$ cat config.mk
export PLATFORM = sky130hd
export DESIGN_NAME = key_encoder
export DESIGN_NICKNAME = d
export VERILOG_FILES = /design/src/rtl/key_encoder.sv
export SDC_FILE = /design/constraint.sdc
export NUM_CORES = 1
export LEC_CHECK = 0
export CORE_ASPECT_RATIO = 0.9
export CORE_MARGIN = 2
export CORE_UTILIZATION = 53
export CTS_CLUSTER_DIAMETER = 120
export DETAILED_ROUTE_END_ITERATION = 12
export MAX_ROUTING_LAYER = met4
export PLACE_DENSITY = 0.85
export SLEW_MARGIN = 20
export SYNTH_ARGS = -nofsm -noshare
export SYNTH_HDL_FRONTEND = slang
export SYNTH_SLANG_ARGS = --single-unit
$ cat constraint.sdc
create_clock -name i_clk -period 3.2 [get_ports i_clk]
set_clock_uncertainty 0.05 [all_clocks]
set_input_delay 0.64 -clock i_clk [delete_from_list [all_inputs] [get_ports i_clk]]
set_output_delay 0.64 -clock i_clk [all_outputs]
set_load 0.01 [all_outputs]
$ cat src/rtl/key_encoder.sv
// key_encoder: debounced highest-key priority encoder with held/press/release indications
// Ports:
//   i_clk      rising-edge clock
//   i_reset    synchronous active-high reset
//   i_keys     raw key levels (asynchronous), 1 = pressed
//   i_enable   0 treats all keys as released
//   o_note     last accepted note index (kept after release)
//   o_valid    an accepted note is held
//   o_press    one-cycle pulse on a newly held or changed note
//   o_release  one-cycle pulse when the held note goes to none
module key_encoder #(
  parameter int N_KEYS    = 8,
  parameter int IDX_W     = 3,
  parameter int DB_CYCLES = 4
) (
  input  logic              i_clk,
  input  logic              i_reset,
  input  logic [N_KEYS-1:0] i_keys,
  input  logic              i_enable,
  output logic [IDX_W-1:0]  o_note,
  output logic              o_valid,
  output logic              o_press,
  output logic              o_release
);
  localparam logic ST_STABLE  = 1'b0;
  localparam logic ST_PENDING = 1'b1;
  localparam logic [7:0] CNT_LAST = 8'(DB_CYCLES - 1);
  logic [N_KEYS-1:0] r_sync1, r_sync2;
  logic              r_valid, r_press, r_release, r_state;
  logic [IDX_W-1:0]  r_note;
  logic [IDX_W:0]    r_pend;
  logic [7:0]        r_cnt;
  logic              w_cv;
  logic [IDX_W-1:0]  w_ci;
  logic [IDX_W:0]    w_cur, w_acc;
  always_comb begin
    w_ci = '0;
    for (int i = 0; i < N_KEYS; i++)
      if (r_sync2[i]) w_ci = IDX_W'(i);
    w_cv  = i_enable & |r_sync2;
    w_cur = {w_cv, w_cv ? w_ci : '0};
  end
  // The note is retained after release, so the comparable code masks it when not valid.
  assign w_acc = {r_valid, r_valid ? r_note : '0};
  always_ff @(posedge i_clk) begin
    if (i_reset) begin
      r_sync1   <= '0;
      r_sync2   <= '0;
      r_valid   <= 1'b0;
      r_note    <= '0;
      r_pend    <= '0;
      r_cnt     <= '0;
      r_state   <= ST_STABLE;
      r_press   <= 1'b0;
      r_release <= 1'b0;
    end else begin
      r_sync1   <= i_keys;
      r_sync2   <= r_sync1;
      r_press   <= 1'b0;
      r_release <= 1'b0;
      if (r_state == ST_STABLE) begin
        if (w_cur != w_acc) begin
          r_pend  <= w_cur;
          r_cnt   <= 8'd1;
          r_state <= ST_PENDING;
        end
      end else if (w_cur == w_acc) begin
        r_state <= ST_STABLE;
      end else if (w_cur != r_pend) begin
        r_pend <= w_cur;
        r_cnt  <= 8'd1;
      end else if (r_cnt < CNT_LAST) begin
        r_cnt <= r_cnt + 8'd1;
      end else begin
        r_valid   <= r_pend[IDX_W];
        r_note    <= r_pend[IDX_W] ? r_pend[IDX_W-1:0] : r_note;
        r_press   <= r_pend[IDX_W];
        r_release <= r_valid & ~r_pend[IDX_W];
        r_state   <= ST_STABLE;
      end
    end
  end
  assign o_note    = r_note;
  assign o_valid   = r_valid;
  assign o_press   = r_press;
  assign o_release = r_release;
endmodule

After elaboration in Yosys (flattened, before gate mapping):

Cells that the tools add are included.

* register bits after elaboration: 35
* input port bits: 11
* logic and storage cells: 54
* output and inout port bits: 6

* bitwise logic cells: 7
* reduce and logical (&&, ||, !) cells: 7
* mux-type cells: 23
* order comparisons: 1
* equal/unequal tests: 6
* add/sub/neg operators: 1

Operators by type and width (count)
* 8-bit 2-to-1 mux: 5
* 3-bit 2-to-1 mux: 8
* 4-bit 2-to-1 mux: 4
* 8-bit by 1-bit adder with 8-bit output, second input constant: 1
* 8-bit by 2-bit < comparator with 1-bit output, second input constant: 1
* 4-bit inequality test: 2
* 8-bit OR reduction: 1
* 1-bit 2-to-1 mux: 6
* 3-bit AND reduction: 2
* 1-bit NOT: 5
* 5-bit AND reduction: 1
* 5-bit OR reduction: 1
* 4-bit equality test: 1
* 4-bit AND reduction: 1
* 3-bit by 1-bit inequality test with 1-bit output, second input constant: 1
* 1-bit AND: 2
* 2-bit by 1-bit inequality test with 1-bit output, second input constant: 1
* 2-bit inequality test, second input constant: 1
* 2-bit nonzero test: 1

Longest topological paths before layout:

* word-level depth: 12
* gate-level depth with buffers: 8
* depth with buffers taken out: 7

Worst setup path after synthesis:

No wires, ideal clock.

* path type: in2reg
* from: in i_enable
* to: reg r_release (netlist: o_release)
* required time: 3063 ps
* arrival: 2346 ps
* buffers on the path: 1
* stages on the path: 8
* slack: 716 ps
* library setup time: 87 ps
* cell sequence: clkbuf_1 -> nand2_1 -> or4_1 -> nand4_1 -> nand3_1 -> or3_4 -> or2_4 -> nor4b_2

* longest elaborated chain between the ends: 4
* elaborated cells on any way between the ends: 5
* those cells by class: eq/ne (2); mux (1); bitwise (1); reduce/logical (1)

Ends and longest elaborated chain
* start, declared: line 19 `input logic i_enable,`
* 1-bit AND (*): line 40 `w_cv = i_enable & |r_sync2;`
* 3-bit 2-to-1 mux: line 41 `w_cur = {w_cv, w_cv ? w_ci : '0};`
* 4-bit equality test / 4-bit inequality test (equally long branches): line 67, 69
* 5-bit OR reduction (no source line) (*)
* end signal, assigned: line 78 `r_release <= r_valid & ~r_pend[IDX_W];`
* end, declared: line 29 `logic r_valid, r_press, r_release, r_state;`

Mark *: on every way between the ends. The rest lies on a longest branch, timed or not.
A chain may end at the register's enable or synchronous reset.

Worst setup path in the final report:

* from: in i_enable
* to: reg r_cnt[0]

* longest elaborated chain between the ends: 6
* elaborated cells on any way between the ends: 12
* those cells by class: eq/ne (5); mux (4); bitwise (1); reduce/logical (2)

Ends and longest elaborated chain
* 1-bit AND (*): line 40
* 3-bit 2-to-1 mux: line 41
* 4-bit inequality test: line 69 `end else if (w_cur != r_pend) begin`
* 8-bit 2-to-1 mux: line 69
* 8-bit 2-to-1 mux: line 67 `end else if (w_cur == w_acc) begin`
* 8-bit 2-to-1 mux: line 61 `if (r_state == ST_STABLE) begin`
* end signal, assigned: line 73 `r_cnt <= r_cnt + 8'd1;`
* end, declared: line 32 `logic [7:0] r_cnt;`

Mark *: on every way between the ends. The rest lies on a longest branch, timed or not. The select of a mux whose other input is x is not followed.

==> impl_metrics.env <==
export IMPL_startpoint_type="primary input"
export IMPL_hold_class="reg2reg"
export IMPL_fin_util_pct=66.5
export IMPL_rsz0062_at_grt="false"
export IMPL_clock_latency_ps=330
export IMPL_cts_buffer_depth=2
export IMPL_routed_wl_mm=2.63
export IMPL_gp_congestion=0.797
export IMPL_port_buffers=16
export IMPL_viasPerCell=5.63
export IMPL_antenna_found_initial=0
export IMPL_grt_max_degree=28
export IMPL_holdWs_ps=403
export IMPL_min_from="r_sync1[7]"
export IMPL_design_die_area_um2=3070
export IMPL_clock_sinks=35
export IMPL_post_cts_setup_buffer_count=0
export IMPL_ys_flop_type="dfxtp_1"
export IMPL_drive_gt1_share_pct=10.2
export IMPL_crit_slowest_cell="clkdlybuf4s50_1"
export IMPL_cp_max_fo=9
export IMPL_ir_drop_v=0.000476
export IMPL_maxCapViolCount=0
export IMPL_hold_viol=0
export IMPL_fmax_ghz=0.353
export IMPL_fin_nets=178
export IMPL_io_pins=17
export IMPL_core_area_um2=2490
export IMPL_row_count=17
export IMPL_postCtsHoldBufs=0
export IMPL_die_height_um=52.8
export IMPL_cts_tree="yes"
export IMPL_ys_warnings_count=0
export IMPL_grt_pass1_wl_mm=4.56
export IMPL_syn_to_final_growth_pct=18.2
export IMPL_path_cells="clkdlybuf4s50_1 > o21ai_1 > a21oi_1 > a221oi_1 > nor3_2 > nor2_1 > o211a_1"
export IMPL_floorplan_initialDensity_pct=56.3
export IMPL_cts_buffers=5
export IMPL_grt_overflow_total=0
export IMPL_antenna_cells=0
export IMPL_yosysTopAreaCellShare_pct=50.0
export IMPL_r2r_start="r_sync2[2]"
export IMPL_power_density_nw_per_um2=492
export IMPL_root_buffer="clkbuf_4"
export IMPL_min_period_ps=2840
export IMPL_synth_common_cells="35 x dfxtp_1, 17 x nor2b_1, 15 x nand2_1, 9 x nor2_1"
export IMPL_cpPeakStageDelay_ps=670
export IMPL_ff_latch_area_um2=701
export IMPL_worstSetupStartpoint="i_enable"
export IMPL_vias=1098
export IMPL_syn_num_nets=158
export IMPL_postCtsResizedCells=0
export IMPL_setup_viol=0
export IMPL_num_fill_cells=192
export IMPL_cp_required_ps=3380
export IMPL_period_share_pct=88.6
export IMPL_drtIter0Drc=51
export IMPL_final_antenna_net_count=0
export IMPL_htreeDepth=2
export IMPL_rrSetupSlack_ps=570
export IMPL_ys_ff_latch=35
export IMPL_synthCells=146
export IMPL_p_leak_nw=0.617
export IMPL_grt_usage_pct=20.8
export IMPL_multi_input_area_um2=662
export IMPL_synthArstFlopShare_pct=0
export IMPL_synth_top_cell_by_area="dfxtp_1"
export IMPL_syn_area_um2=1400
export IMPL_clkTransAtPathRegs_ps=110
export IMPL_tightest_slew_ps=702
export IMPL_synthTopCellsByArea="dfxtp_1 50%, nor2b_1 7.6%, mux2i_1 4.3%"
export IMPL_critPathArrivalTime_ps=3020
export IMPL_syn_area_per_cell_um2=9.59
export IMPL_slew_headroom_pct=52.8
export IMPL_hpwl_mm=1.90
export IMPL_drtPass1Iterations=5
export IMPL_synth_distinct_cells=40
export IMPL_drc=0
export IMPL_slew_violations=0
export IMPL_grt_pass1_vias=1087
export IMPL_outcome="complete, no violations"
export IMPL_yosysSeqAreaShare_pct=50.0
export IMPL_yosysMostFrequentCell="dfxtp_1"
export IMPL_die_w_um=58.2
export IMPL_tns_ps=0
export IMPL_synth_edf_count=0
export IMPL_cp_end_kind="flop"
export IMPL_critical_path_class="in2reg"
export IMPL_wl_per_cell_um=13.5
-- kinds of logic (layout without fill, tap and decap cells) --
logic type      count (synthesis)  in the layout  share of synthesized area, %
xor+xnor                        1              1                         0.626
mux                             6              6                          4.29
buf+inv                         9             30                          2.68
simple gates                   71             71                          31.3
fa+ha+maj                       1              1                         0.894
compound gates                 23             23                          10.2
flops                          35             35                          50.0
-- cell type report --
type                       count  share of cell area, %
tap                           28                   2.12
clock inverter                 2                  0.983
inverter                       4                  0.907
timing repair buffer          18                   10.6
multi-input combinational    102                   40.0
sequential                    35                   42.3
clock buffer                   6                   3.10
-- layer usage --
metal | global-route usage (%) | vias up | wire [um]
li1 | - | 548 | -
met1 | 21.4 | 513 | 1150
met2 | 36.4 | 33 | 1300
met3 | 7.16 | 4 | 145
met4 | 8.91 | 0 | 29
met5 | - | - | 0
-- through the flow --
| stage | worst slack (ps) | power, mW | std cells | instance area, um2 |
|---|---|---|---|---|
| detailed placement | 118 | 0.569 | 187 | 1590 |
| CTS | 460 | 0.823 | 195 | 1660 |
| global route | 194 | 0.856 | 195 | 1660 |
| finish | 364 | 0.814 | 195 | 1660 |
| floorplan | 716 | 0.539 | 146 | 1400 |
| global placement | 250 | 0.563 | 187 | 1590 |
-- where the power goes --
| part | total, mW | internal [mW] | switching (mW) |
|---|---|---|---|
| Clock | 0.253 | 0.108 | 0.145 |
| Combinational | 0.100 | 0.0457 | 0.0546 |
| Sequential | 0.461 | 0.451 | 0.00963 |
-- cells in the final DEF, fill, tap and decap left out, types with 2 or more instances in the layout --
| cell type | count |
|---|---|
| nor2b_1 | 17 |
| o21ai_0 | 6 |
| o211a_1 | 2 |
| nand4b_1 | 3 |
| clkdlybuf4s50_1 | 16 |
| o21ai_1 | 3 |
| buf_4 | 2 |
| mux2i_1 | 6 |
| inv_1 | 3 |
| nor4_1 | 2 |
| nand2_1 | 15 |
| clkbuf_4 | 5 |
| or4_1 | 3 |
| nor2_1 | 9 |
| nor3b_1 | 6 |
| dfxtp_1 | 35 |
| nand3_1 | 3 |
| a21oi_1 | 5 |
-- sequential cells by signal, summed over array words and instances (netlist names) --
register	cells
r_sync2	8
r_pend	4
r_state	1
o_valid	1
r_cnt	8
o_press	1
o_note	3
r_sync1	8
o_release	1
-- final timing paths --
| kind | endpoint | depth (start not counted) |
|---|---|---|
| max | r_cnt[0] | 7 |
| min | r_sync2[7] | 1 |
| max reg2reg | r_cnt[0] | 7 |
| min reg2reg | r_sync2[7] | 1 |
-- worst max-delay path, delay by kind of cell --
family | cells | cell delay [ps]
compound gates | 4 | 890
buf+inv | 1 | 670
simple gates | 2 | 800
Note: power is estimated with default switching activity, not from simulation.
